--- config.mk ---
export PLATFORM = sky130hd
export DESIGN_NAME = imem_loader
export DESIGN_NICKNAME = d
export VERILOG_FILES = /design/src/rtl/imem_loader.sv
export SDC_FILE = /design/constraint.sdc
export NUM_CORES = 1
export LEC_CHECK = 0
export ABC_CLOCK_PERIOD_IN_PS = 5300
export CAP_MARGIN = 0
export CORE_MARGIN = 2
export CORE_UTILIZATION = 30
export CTS_BUF_LIST = sky130_fd_sc_hd__clkbuf_16
export CTS_CLUSTER_DIAMETER = 40
export DETAILED_ROUTE_END_ITERATION = 10
export PLACE_DENSITY = 0.57
export SYNTH_ARGS = -nofsm -noshare
export SYNTH_HDL_FRONTEND = slang
export SYNTH_SLANG_ARGS = --single-unit
--- constraint.sdc ---
create_clock -name IMEM_LOADER_clk -period 5.3 [get_ports IMEM_LOADER_clk]
set_input_delay 0.53 -clock IMEM_LOADER_clk [delete_from_list [all_inputs] [get_ports IMEM_LOADER_clk]]
set_output_delay 0.53 -clock IMEM_LOADER_clk [all_outputs]
set_load 0.05 [all_outputs]
--- src/rtl/imem_loader.sv ---
// imem_loader: byte-stream program loader for the 256 x 32-bit instruction
// store. Assembles big-endian words, writes consecutive addresses from a base,
// and holds the CPU in reset for the duration of the load.
module imem_loader #(
  parameter int unsigned ADDR_W = 8,
  parameter int unsigned DATA_W = 32
) (
  input  logic              IMEM_LOADER_clk,
  input  logic              IMEM_LOADER_rst_n,
  input  logic              IMEM_LOADER_start,
  input  logic [ADDR_W-1:0] IMEM_LOADER_base_addr,
  input  logic [ADDR_W:0]   IMEM_LOADER_word_count,
  input  logic              IMEM_LOADER_abort,
  input  logic              IMEM_LOADER_byte_valid,
  input  logic [7:0]        IMEM_LOADER_byte_data,
  output logic              IMEM_LOADER_byte_ready,
  output logic              IMEM_LOADER_wr_en,
  output logic [ADDR_W-1:0] IMEM_LOADER_wr_addr,
  output logic [DATA_W-1:0] IMEM_LOADER_wr_data,
  output logic              IMEM_LOADER_busy,
  output logic              IMEM_LOADER_cpu_hold,
  output logic              IMEM_LOADER_done,
  output logic [DATA_W-1:0] IMEM_LOADER_checksum,
  output logic [ADDR_W:0]   IMEM_LOADER_words_written
);

  typedef enum logic [1:0] {
    S_IDLE,
    S_RECV,
    S_WRITE,
    S_DONE
  } state_t;

  state_t              state_q, state_d;
  logic [ADDR_W-1:0]   addr_q;
  logic [ADDR_W:0]     count_q;
  logic [1:0]          byte_cnt_q;
  logic [DATA_W-1:0]   word_q;
  logic [DATA_W-1:0]   checksum_q;
  logic [ADDR_W:0]     words_q;
  logic [ADDR_W-1:0]   last_addr_q;
  logic [DATA_W-1:0]   last_data_q;
  logic                accept;
  logic [ADDR_W:0]     words_inc;

  assign words_inc = words_q + 1'b1;

  // Next-state decode and per-state output strobes.
  always_comb begin
    state_d                = state_q;
    IMEM_LOADER_byte_ready = 1'b0;
    IMEM_LOADER_busy       = 1'b0;
    IMEM_LOADER_done       = 1'b0;
    IMEM_LOADER_wr_en      = 1'b0;
    accept                 = 1'b0;
    case (state_q)
      S_IDLE: begin
        if (IMEM_LOADER_start) begin
          state_d = (IMEM_LOADER_word_count != '0) ? S_RECV : S_DONE;
        end
      end
      S_RECV: begin
        IMEM_LOADER_busy       = 1'b1;
        IMEM_LOADER_byte_ready = 1'b1;
        if (IMEM_LOADER_abort) begin
          state_d = S_IDLE;
        end else begin
          accept = IMEM_LOADER_byte_valid;
          if (IMEM_LOADER_byte_valid && (byte_cnt_q == 2'd3)) begin
            state_d = S_WRITE;
          end
        end
      end
      S_WRITE: begin
        IMEM_LOADER_busy = 1'b1;
        if (IMEM_LOADER_abort) begin
          state_d = S_IDLE;
        end else begin
          IMEM_LOADER_wr_en = 1'b1;
          state_d = (words_inc == count_q) ? S_DONE : S_RECV;
        end
      end
      S_DONE: begin
        IMEM_LOADER_done = 1'b1;
        state_d          = S_IDLE;
      end
      default: state_d = S_IDLE;
    endcase
  end

  // State register plus load datapath: parameters, word assembly, write bookkeeping.
  always_ff @(posedge IMEM_LOADER_clk) begin
    if (!IMEM_LOADER_rst_n) begin
      state_q     <= S_IDLE;
      addr_q      <= '0;
      count_q     <= '0;
      byte_cnt_q  <= '0;
      word_q      <= '0;
      checksum_q  <= '0;
      words_q     <= '0;
      last_addr_q <= '0;
      last_data_q <= '0;
    end else begin
      state_q <= state_d;
      case (state_q)
        S_IDLE: begin
          if (IMEM_LOADER_start && (IMEM_LOADER_word_count != '0)) begin
            addr_q     <= IMEM_LOADER_base_addr;
            count_q    <= IMEM_LOADER_word_count;
            checksum_q <= '0;
            words_q    <= '0;
            byte_cnt_q <= '0;
          end
        end
        S_RECV: begin
          if (IMEM_LOADER_abort) begin
            byte_cnt_q <= '0;
          end else if (accept) begin
            word_q     <= {word_q[DATA_W-9:0], IMEM_LOADER_byte_data};
            byte_cnt_q <= byte_cnt_q + 2'd1;
          end
        end
        S_WRITE: begin
          byte_cnt_q <= '0;
          if (!IMEM_LOADER_abort) begin
            checksum_q  <= checksum_q ^ word_q;
            words_q     <= words_inc;
            addr_q      <= addr_q + 1'b1;
            last_addr_q <= addr_q;
            last_data_q <= word_q;
          end
        end
        default: ;
      endcase
    end
  end

  // addr_q advances and word_q refills after the write, so the write port
  // shows the live values only while strobing and the captured copy otherwise.
  always_comb begin
    IMEM_LOADER_wr_addr       = IMEM_LOADER_wr_en ? addr_q : last_addr_q;
    IMEM_LOADER_wr_data       = IMEM_LOADER_wr_en ? word_q : last_data_q;
    IMEM_LOADER_cpu_hold      = IMEM_LOADER_busy;
    IMEM_LOADER_checksum      = checksum_q;
    IMEM_LOADER_words_written = words_q;
  end

endmodule
[Word level (Yosys, flattened, before mapping)]
Index checks and enable logic that the tools add are counted.
Widths: inputs -> output; s select.
Operators by class
  reduce and logical (&&, ||, !) cells: 13
  equality and inequality tests: 10
  $add $sub $neg: 3
  bitwise gates (word level): 2
  multiplexer cells: 29
Operators with widths (number)
  $mux 32: 3
  $pmux 32 s2: 1
  $xor 32x32->32: 1
  $mux 8: 3
  $mux 2: 9
  $mux 9: 2
  $pmux 9 s2: 1
  $pmux 8 s2: 1
  $add 9x1->9 const B: 1
  $eq 9x9->1: 1
  $reduce_and 3->1: 3
  $reduce_bool 9->1: 1
  $add 8x1->8 const B: 1
  $pmux 2 s4: 1
  $mux 1: 7
  $eq 2x2->1 const B: 3
  $ne 2x2->1 const B: 3
  $ne 3x3->1 const B: 2
  $pmux 2 s3: 1
  $reduce_and 2->1: 3
  $reduce_bool 3->1: 1
  $add 2x1->2 const B: 1
  $eq 2x1->1 const B: 1
  $logic_and 1x1->1: 2
  other kinds (4): 4
Storage, ports and cells
  output and inout port bits: 86
  register bits: 134
  bits of input ports: 30
  logic and storage cells: 66

[Depth between registers and ports, before layout]
Gate-level depths: netlist of run 1.
  depth in word-level cells: 5
  depth in mapped cells: 9
  gate-level depth less buffers: 7

[Least setup slack after synthesis of run 1]
Ideal clock, no wire load.
  kind: register -> output
  start point: register state_q[0]
  end point: output IMEM_LOADER_wr_addr[7]
  required time: 4770 ps
  path buffers: 2
  slack: 2980 ps
  cell stages (with the launch flop): 9
  data arrival time: 1790 ps
  path through: dfxtp_1 > inv_1 > ha_1 > nand2b_1 > clkbuf_1 > inv_2 > buf_2 > nand2_1 > nand2_1
On the way
  longest elaborated chain between the ends: 3
RTL lines
  start, declared: RTL line 34  | state_t state_q, state_d;
  start signal, assigned: RTL line 104  | state_q <= state_d;
  $eq 2x2->1: RTL line 56  | case (state_q)
  $mux 1: RTL line 56
  named net IMEM_LOADER_wr_en: RTL line 17  | output logic IMEM_LOADER_wr_en,
  $mux 8: RTL line 141  | IMEM_LOADER_wr_addr = IMEM_LOADER_wr_en ? addr_q : last_addr_q;
  end, declared: RTL line 18  | output logic [ADDR_W-1:0] IMEM_LOADER_wr_addr,
The timed path passes the listed nets, and every way through them passes these cells.

[Worst setup path after layout of run 1]
  start point: register state_q[0]
  end point: output IMEM_LOADER_wr_data[22]
On the way
  longest elaborated chain between the ends: 3
RTL lines
  $eq 2x2->1: RTL line 56
  $mux 1: RTL line 56
  $mux 32: RTL line 142  | IMEM_LOADER_wr_data = IMEM_LOADER_wr_en ? word_q : last_data_q;
  end, declared: RTL line 19  | output logic [DATA_W-1:0] IMEM_LOADER_wr_data,
Every way passes these cells.

==> metrics list, run 1 <==
- After detailed routing, the total wire length is 16,250 um.
* Final core occ: about two fifths
* Remaining DRCs: 0
- Residual antenna-violating net count after detailed routing: 0
* Count of cells resized by post-cts repair: 0
- Most used flip-flop cell after synthesis: sky130_fd_sc_hd__dfxtp_1
- Headroom to the max-slew limit: 39.81%
- Die extent in y: 147.5 um
- Final standard cell count with taps included and fillers excluded: 1,106
- Per-cell via count in the routed design: ~4.6
- The first global-routing pass estimated 26,290 um of wire.
- Total negative slack: 0 ps
* Number of placement rows: 52
- 0 antenna diodes ended up in the layout.
- At the worst endpoint, the required time is 4770 ps.
- Final setup vio count: 0
- Endpoint arrival time on the critical path: between 3000 and 4000 ps
- Core box area: 20,230 sq um
- Counting tap cells, the placed design contains a total of 1,074 instances.
- TritonCTS built the clock tree.
* Net total in the final layout: 861
* Width of the die: 147.5 um
- Area of the mapped netlist: between 6000 and 7000 sq um
* Leakage dissipation: 2.978 nW
- Buffers placed on the I/O ports in this run total 115.
- Per-instance average area after synthesis: 8.417 sq um
- Global routing used 15.31% of the available tracks across all layers.
* Slew @ Worst Pin: 902.9 ps
- For this run the aggregate overflow at the end of global routing stands at 0.
* Result of the run: finished clean
* Post-CTS setup-driven buffer insertion count: 0
* Maximum fanout along the worst path: 44
* DR top layer: met4
- In this run, synthesis produced a sequential element count of 134.
- Setup repair after global routing left no endpoint under its margin.
* Routed wl met3: 552 um
- Total number of clock tree sinks: 134
- Maximum achievable frequency: 0.2492 GHz
* Total routed wire length on the met1 layer: about 8300 um
* Post-route standard cell area excluding fillers: between 8000 and 9000 sq um
- In the synthesized netlist the async set-or-reset flop fraction comes to 0%.
- Sequential elements use 43.42% of the synthesized area.
- Cell chosen for the clock root: sky130_fd_sc_hd__clkbuf_16
* Minimum hold slack: 476.4 ps
- The die covers between 20,000 and 25,000 sq um.
* Number of pins exceeding their max-slew limit in the final report: 0
* Hold-fix buffers at CTS: 0
- Post-Synthesis Net Count: 772
- After detailed placement, the total cell area comes to about 7500 sq um.
- IR analysis of the VDD net gives a maximum drop of 0.0002107 V.
* Vias in the first global route: 4,798
* First-pass iteration count of the detailed router: 6
- The clock passes through at most 2 buffers.
- After detailed routing, the average wire length per cell comes to 14.69 um.
* Syn Inst Count: 734
* Clock buffers created by TritonCTS: 17
- Sum of met2 wire segment lengths after detailed routing: 7157 um
* Final hold vios: 0
* Clock transition at the register clock pins on the worst setup and hold paths after CTS: ~60 ps
* RD Place Congestion: between 0.7 and 0.8
- The worst hold path belongs to the class reg2reg.
- Clock skew: 6.862 ps
* Max-cap violations: 0
* Count of distinct cell types in the synthesized netlist: 58
- Layout cell share with drive strength beyond 1: under 10%
- The H-tree was split into 4 levels.
- Timing analysis after detailed placement gives a worst setup slack of ~1700 ps.
- The HPWL after detailed placement is 10,600 um.
- For this configuration, the core starts out at a cell density of 30.53%.
- The worst path meets setup with approximately 1300 ps of slack.
* Crit path launch type: register
* Count of synthesis-stage warnings from yosys: 0
- For the finished layout, the period the worst path requires is 4013 ps.
- Number of enable-type register cells in the synthesized netlist: 0
- The number of antenna violations at the first check in global routing came to 0.
- Number of top-level pins: 116
* Number of vias after detailed routing: 5,081
* Setup Crit Path Kind: reg2out
* Detailed Route Iter0 Violations: 273
- Area Overhead vs Synth: 29.71%
- Entering global routing, the biggest net connects 72 pins.
- The worst setup path is captured at an output pin.
* Total Power Consumption: 2.761 mW
* Period utilization: 75.71%
* Cell Pwr Density: 344.5 nW/um^2
* Latest clock arrival within the worst-skew pair: 420 ps
-- kinds of logic (layout without fill, tap and decap cells) --
logic type	count (synthesis)	after routing	share of synthesized area, %
and+or+nand+nor	354	354	24.97
buffers and inverters	64	166	5.286
adders and majority gates	8	8	1.620
DFF	134	134	43.42
xor gates and xnor gates	42	42	5.954
AOI/OAI and AO/OA	130	130	18.41
muxes	2	2	0.3443
-- registers in the layout (all words and copies together), names as in the netlist --
| name | flops |
|---|---|
| last_addr_q | 8 |
| IMEM_LOADER_words_written | 9 |
| byte_cnt_q | 2 |
| IMEM_LOADER_checksum | 32 |
| state_q | 2 |
| word_q | 32 |
| last_data_q | 32 |
| count_q | 9 |
| addr_q | 8 |
-- final timing paths --
| path | cells past startpoint | start | slack, ps | endpoint |
|---|---|---|---|---|
| worst max-delay path | 7 | state_q[0] | 1290 | IMEM_LOADER_wr_data[22] |
| worst min-delay path | 2 | count_q[4] | 480 | count_q[4] |
| worst max register to register | 9 | state_q[0] | 2170 | IMEM_LOADER_words_written[0] |
| worst min register to register | 2 | count_q[4] | 480 | count_q[4] |
-- cell usage in the layout, fill, tap and decap left out, types with 15 or more instances in the layout --
master,count
sky130_fd_sc_hd__dfxtp_1,134
sky130_fd_sc_hd__a21boi_0,41
sky130_fd_sc_hd__clkdlybuf4s50_1,114
sky130_fd_sc_hd__xor2_1,35
sky130_fd_sc_hd__clkbuf_16,17
sky130_fd_sc_hd__nand3_1,15
sky130_fd_sc_hd__nand2_1,224
sky130_fd_sc_hd__and2_1,42
sky130_fd_sc_hd__nor2_1,45
sky130_fd_sc_hd__o211ai_2,27
-- worst max-delay path: stages (launching register included) --
cell and delay [ps]:
sky130_fd_sc_hd__dfxtp_1 350, sky130_fd_sc_hd__inv_1 90, sky130_fd_sc_hd__ha_1 750, sky130_fd_sc_hd__nand2b_2 130
sky130_fd_sc_hd__inv_2 640, sky130_fd_sc_hd__nand2_1 170, sky130_fd_sc_hd__nand2_1 110, sky130_fd_sc_hd__clkdlybuf4s50_1 800
-- report_power, final --
| part | switching [mW] | leakage [nW] | internal (mW) |
|---|---|---|---|
| logic | 0.380 | 1.63 | 0.150 |
| registers | 0.0456 | 1.08 | 1.04 |
| clock network | 0.458 | 0.267 | 0.684 |
-- cell usage after synthesis, drive strengths merged, types with 2 or more instances --
master	number	area share [%]
nand2b	3	0.30
xnor2	7	0.99
and3	4	0.40
and4	2	0.28
o21ai	12	1.4
and2	42	4.3
clkbuf	24	1.5
o21a	2	0.24
a31oi	4	0.65
nor3	5	0.40
nand3	15	1.2
a21boi	42	5.1
nor4	4	0.65
dfxtp	134	43
o221a	10	1.8
inv	10	0.61
nand2	225	14
nor2	46	2.8
o211ai	32	6.1
o31ai	3	0.36
a21oi	8	0.65
ha	8	1.6
o22ai	6	0.61
buf	29	3.2
xor2	35	5.0
o21bai	2	0.24
nor2b	3	0.30
-- metal layers --
layer | vias to the layer above | global-route usage (%)
met3 | 17 | 3.302
met1 | 2339 | 21.27
met2 | 107 | 23.35
met4 | 0 | 5.673
met5 | - | 0
li1 | 2618 | -
-- cell type report --
type | count | area [sq um]
clock buffer | 17 | 425.4
clock inverter | 15 | 137.6
fill | 2040 | 12220
inverter | 11 | 41.29
multi-input combinational | 536 | 3183
sequential | 134 | 2683
tap | 270 | 337.8
timing repair buffer | 123 | 1206
Note: power is estimated with default switching activity, not from simulation.
==> run 2: changes to the inputs <==
ABC_CLOCK_PERIOD_IN_PS = 3400   (was 5300)
PLACE_DENSITY = 0.59   (was 0.57)
clock period = 3.4 ns   (was 5.3 ns; I/O delays follow)
==> metrics list, run 2 (same netlist as run 1, synthesis figures left out) <==
* Endpoint arrival time on the critical path: 2230 ps (-1250 ps)
* Final setup vio count: 0 (unchanged)
* Net total in the final layout: 864 (+0.35%)
- The layout filler cell count came to 1,999 (-2.0%).
* Area taken by flip-flops and latches: 2683 sq um (unchanged)
* Number of top-level pins: 116 (unchanged)
* Number of I/O port buffers: 115 (unchanged)
- Worst IR drop on VDD: 0.0003484 V (+65%)
- Total Power Consumption: 4.516 mW (+64%)
* Crit path max-delay cell type: sky130_fd_sc_hd__dfxtp_1
* First-pass GRT wire length: 26,940 um (+2.5%)
- R2R cell count: 7 (-2)
* Post-CTS setup-driven buffer insertion count: 0 (unchanged)
- Worst hold-check path type: in2reg
- The fraction of layout instances using a drive strength above 1 was 14.90% (+5.4 points).
- The clock transition at the registers of the reported paths came to 60 ps (about the same).
* Number of pins exceeding their max-slew limit in the final report: 0 (unchanged)
- Total placed instance area: 7909 sq um (+6.1%)
- The total of cells resized after clock tree synthesis was 0 (unchanged).
* Latest clock arrival within the worst-skew pair: 420 ps (about the same)
* Number of cells on the critical path: 8 (+1)
* Period utilization: 75.45%
* Family of cells with the greatest summed delay on the critical path: buffers and inverters
- Number of inserted diodes: 0 (unchanged)
* Result of the run: finished clean
- The power density over the cells is 529.0 nW/um^2 (+54%).
- The worst setup path is captured at an output pin.
- Max-cap violations: 0 (unchanged)
* Starting density of the core: 30.53% (unchanged)
* RSZ-0062 raised after global routing: false
- The instance count along the most critical hold path was 2 (unchanged).
- Slew @ Worst Pin: 739.8 ps (-163.1 ps)
* Setup Crit Path Kind: reg2out
* Total die area: 21,760 sq um (unchanged)
- First-pass iteration count of the detailed router: 4 (-2)
- Crit path launch type: register
* Routed wire per std cell: 14.71 um (+0.15%)
- Number of placement rows: 52 (unchanged)
- The aggregate routed wire length was 16,320 um (+0.42%).
- The number of remaining DRC errors was 0 (unchanged).
- Area of the multi-input gates: 3183 sq um (unchanged)
- Vias in the first global route: 4,954 (+3.3%)
* CTS tree: yes
- Total number of clock tree sinks: 134 (unchanged)
* Overall overflow remaining after global route: 0 (unchanged)
- The number of hold buffers added after cts was 0 (unchanged).
* GRT Overall Usage: 15.50% (+0.19 points)
* Area Overhead vs Synth: 38.15%
* Maximum number of pins on one net before global-route repair: 88 (+22%)
- The leakage component of the power is 3.242 nW (+8.8%).
- The die width came to 147.5 um (unchanged).
- The mean number of vias per cell came to 4.611 (+0.38%).
- RD Place Congestion: 0.8067 (+4.3%)
- The tree is rooted in a sky130_fd_sc_hd__clkbuf_16.
- Headroom to the max-slew limit: 50.50% (+11 points)
- The number of nets with antenna violations after routing came to 0 (unchanged).
* Hpwl dp: 10,870 um (+2.6%)
* Buffers from clock root to sink, at most: 2 (unchanged)
* Core box area: 20,230 sq um (unchanged)
- Maximum achievable frequency: ~0.4 GHz
- Crit path time final: 2565 ps
- Clock buffers created by TritonCTS: 17 (unchanged)
* Final hold vios: 0 (unchanged)
- The number of antenna violations at the first check in global routing is 0 (unchanged).
* Detailed Route Iter0 Violations: 250 (-8.4%)
* Commonest cells after routing, fill and taps aside: 224 x sky130_fd_sc_hd__nand2_1, 134 x sky130_fd_sc_hd__dfxtp_1, 73 x sky130_fd_sc_hd__clkdlybuf4s50_1
- Post-route standard cell area excluding fillers: 8536 sq um (+6.5%)
* Die extent in y: 147.5 um (unchanged)
- Most frequent standard cell in the layout excluding fill and tap cells: sky130_fd_sc_hd__nand2_1
- Maximum fanout along the worst path: 28 (-36%)
- The accumulated negative setup slack is 0 ps (unchanged).
- Number of buffer and inverter instances along the worst setup path: 4 (+1)
- Clock skew: 13.15 ps (+6.289 ps)
- Critical path's largest stage delay: 350 ps (-450 ps)
- Number of H-tree levels: 4 (unchanged)
- The critical path goes through inv_1, ha_1, nand2b_2, inv_2, buf_12, nand2_1, nand2_1, buf_12.
* Number of vias after detailed routing: 5,114 (+0.65%)
* Critical path data required time: 3060 ps (-1710 ps)
## run 2: cell count changes in the layout (fill, tap and decap cells not counted), moves of 2 or more
| cell | delta |
|---|---|
| sky130_fd_sc_hd__clkinv_1 | -4 |
| sky130_fd_sc_hd__clkinvlp_4 | -3 |
| sky130_fd_sc_hd__bufinv_16 | +2 |
| sky130_fd_sc_hd__inv_1 | +2 |
| sky130_fd_sc_hd__inv_6 | +4 |
| sky130_fd_sc_hd__buf_12 | +43 |
| sky130_fd_sc_hd__clkdlybuf4s50_1 | -41 |
| sky130_fd_sc_hd__clkinv_2 | -2 |
## run 2: worst paths after layout
kind | from | to | slack [ps]
max | state_q[0] | IMEM_LOADER_wr_data[22] | 830
min | IMEM_LOADER_rst_n | IMEM_LOADER_words_written[2] | 410
max reg2reg | state_q[0] | IMEM_LOADER_words_written[0] | 840
min reg2reg | count_q[7] | count_q[7] | 480
## run 2: per-layer routing
layer | routed length [um] | up-vias | GRT usage (%)
li1 | - | 2626 | -
met1 | 8079 | 2368 | 21.42
met2 | 7320 | 109 | 23.42
met3 | 775 | 11 | 5.062
met4 | 142 | 0 | 3.798
met5 | 0 | - | 0
## run 2: report_power, final
part	leakage, nW	internal (mW)	switching (mW)
sequential	1.08	1.63	0.0663
combinational	1.85	0.257	0.596
clock	0.313	1.23	0.734
## run 2: per-stage QoR
step,hold WS (ps),instances,util [%],worst slack (ps)
6_report,411.6,1109,42.18,834.6
5_1_grt,423.4,1109,42.18,658.9
4_1_cts,402.0,1109,42.18,796.6
3_5_place_dp,471.1,1077,39.09,841.0
3_3_place_gp,466.2,1077,39.09,894.6
2_1_floorplan,450.0,734,-,1242
## run 2: cell type report
type | instances | share of cell area (%)
tap | 270 | 3.958
clock inverter | 15 | 2.360
timing repair buffer | 126 | 19.50
clock buffer | 17 | 4.984
inverter | 11 | 0.4837
multi-input combinational | 536 | 37.29
sequential | 134 | 31.43
## run 2: worst reg2reg max path, cell delays in order (launching register included)
cell	delay, ps
sky130_fd_sc_hd__dfxtp_1	350
sky130_fd_sc_hd__inv_1	100
sky130_fd_sc_hd__ha_1	490
sky130_fd_sc_hd__inv_2	100
sky130_fd_sc_hd__o21ai_4	600
sky130_fd_sc_hd__o21ai_4	360
sky130_fd_sc_hd__and2_1	270
sky130_fd_sc_hd__o21a_1	170
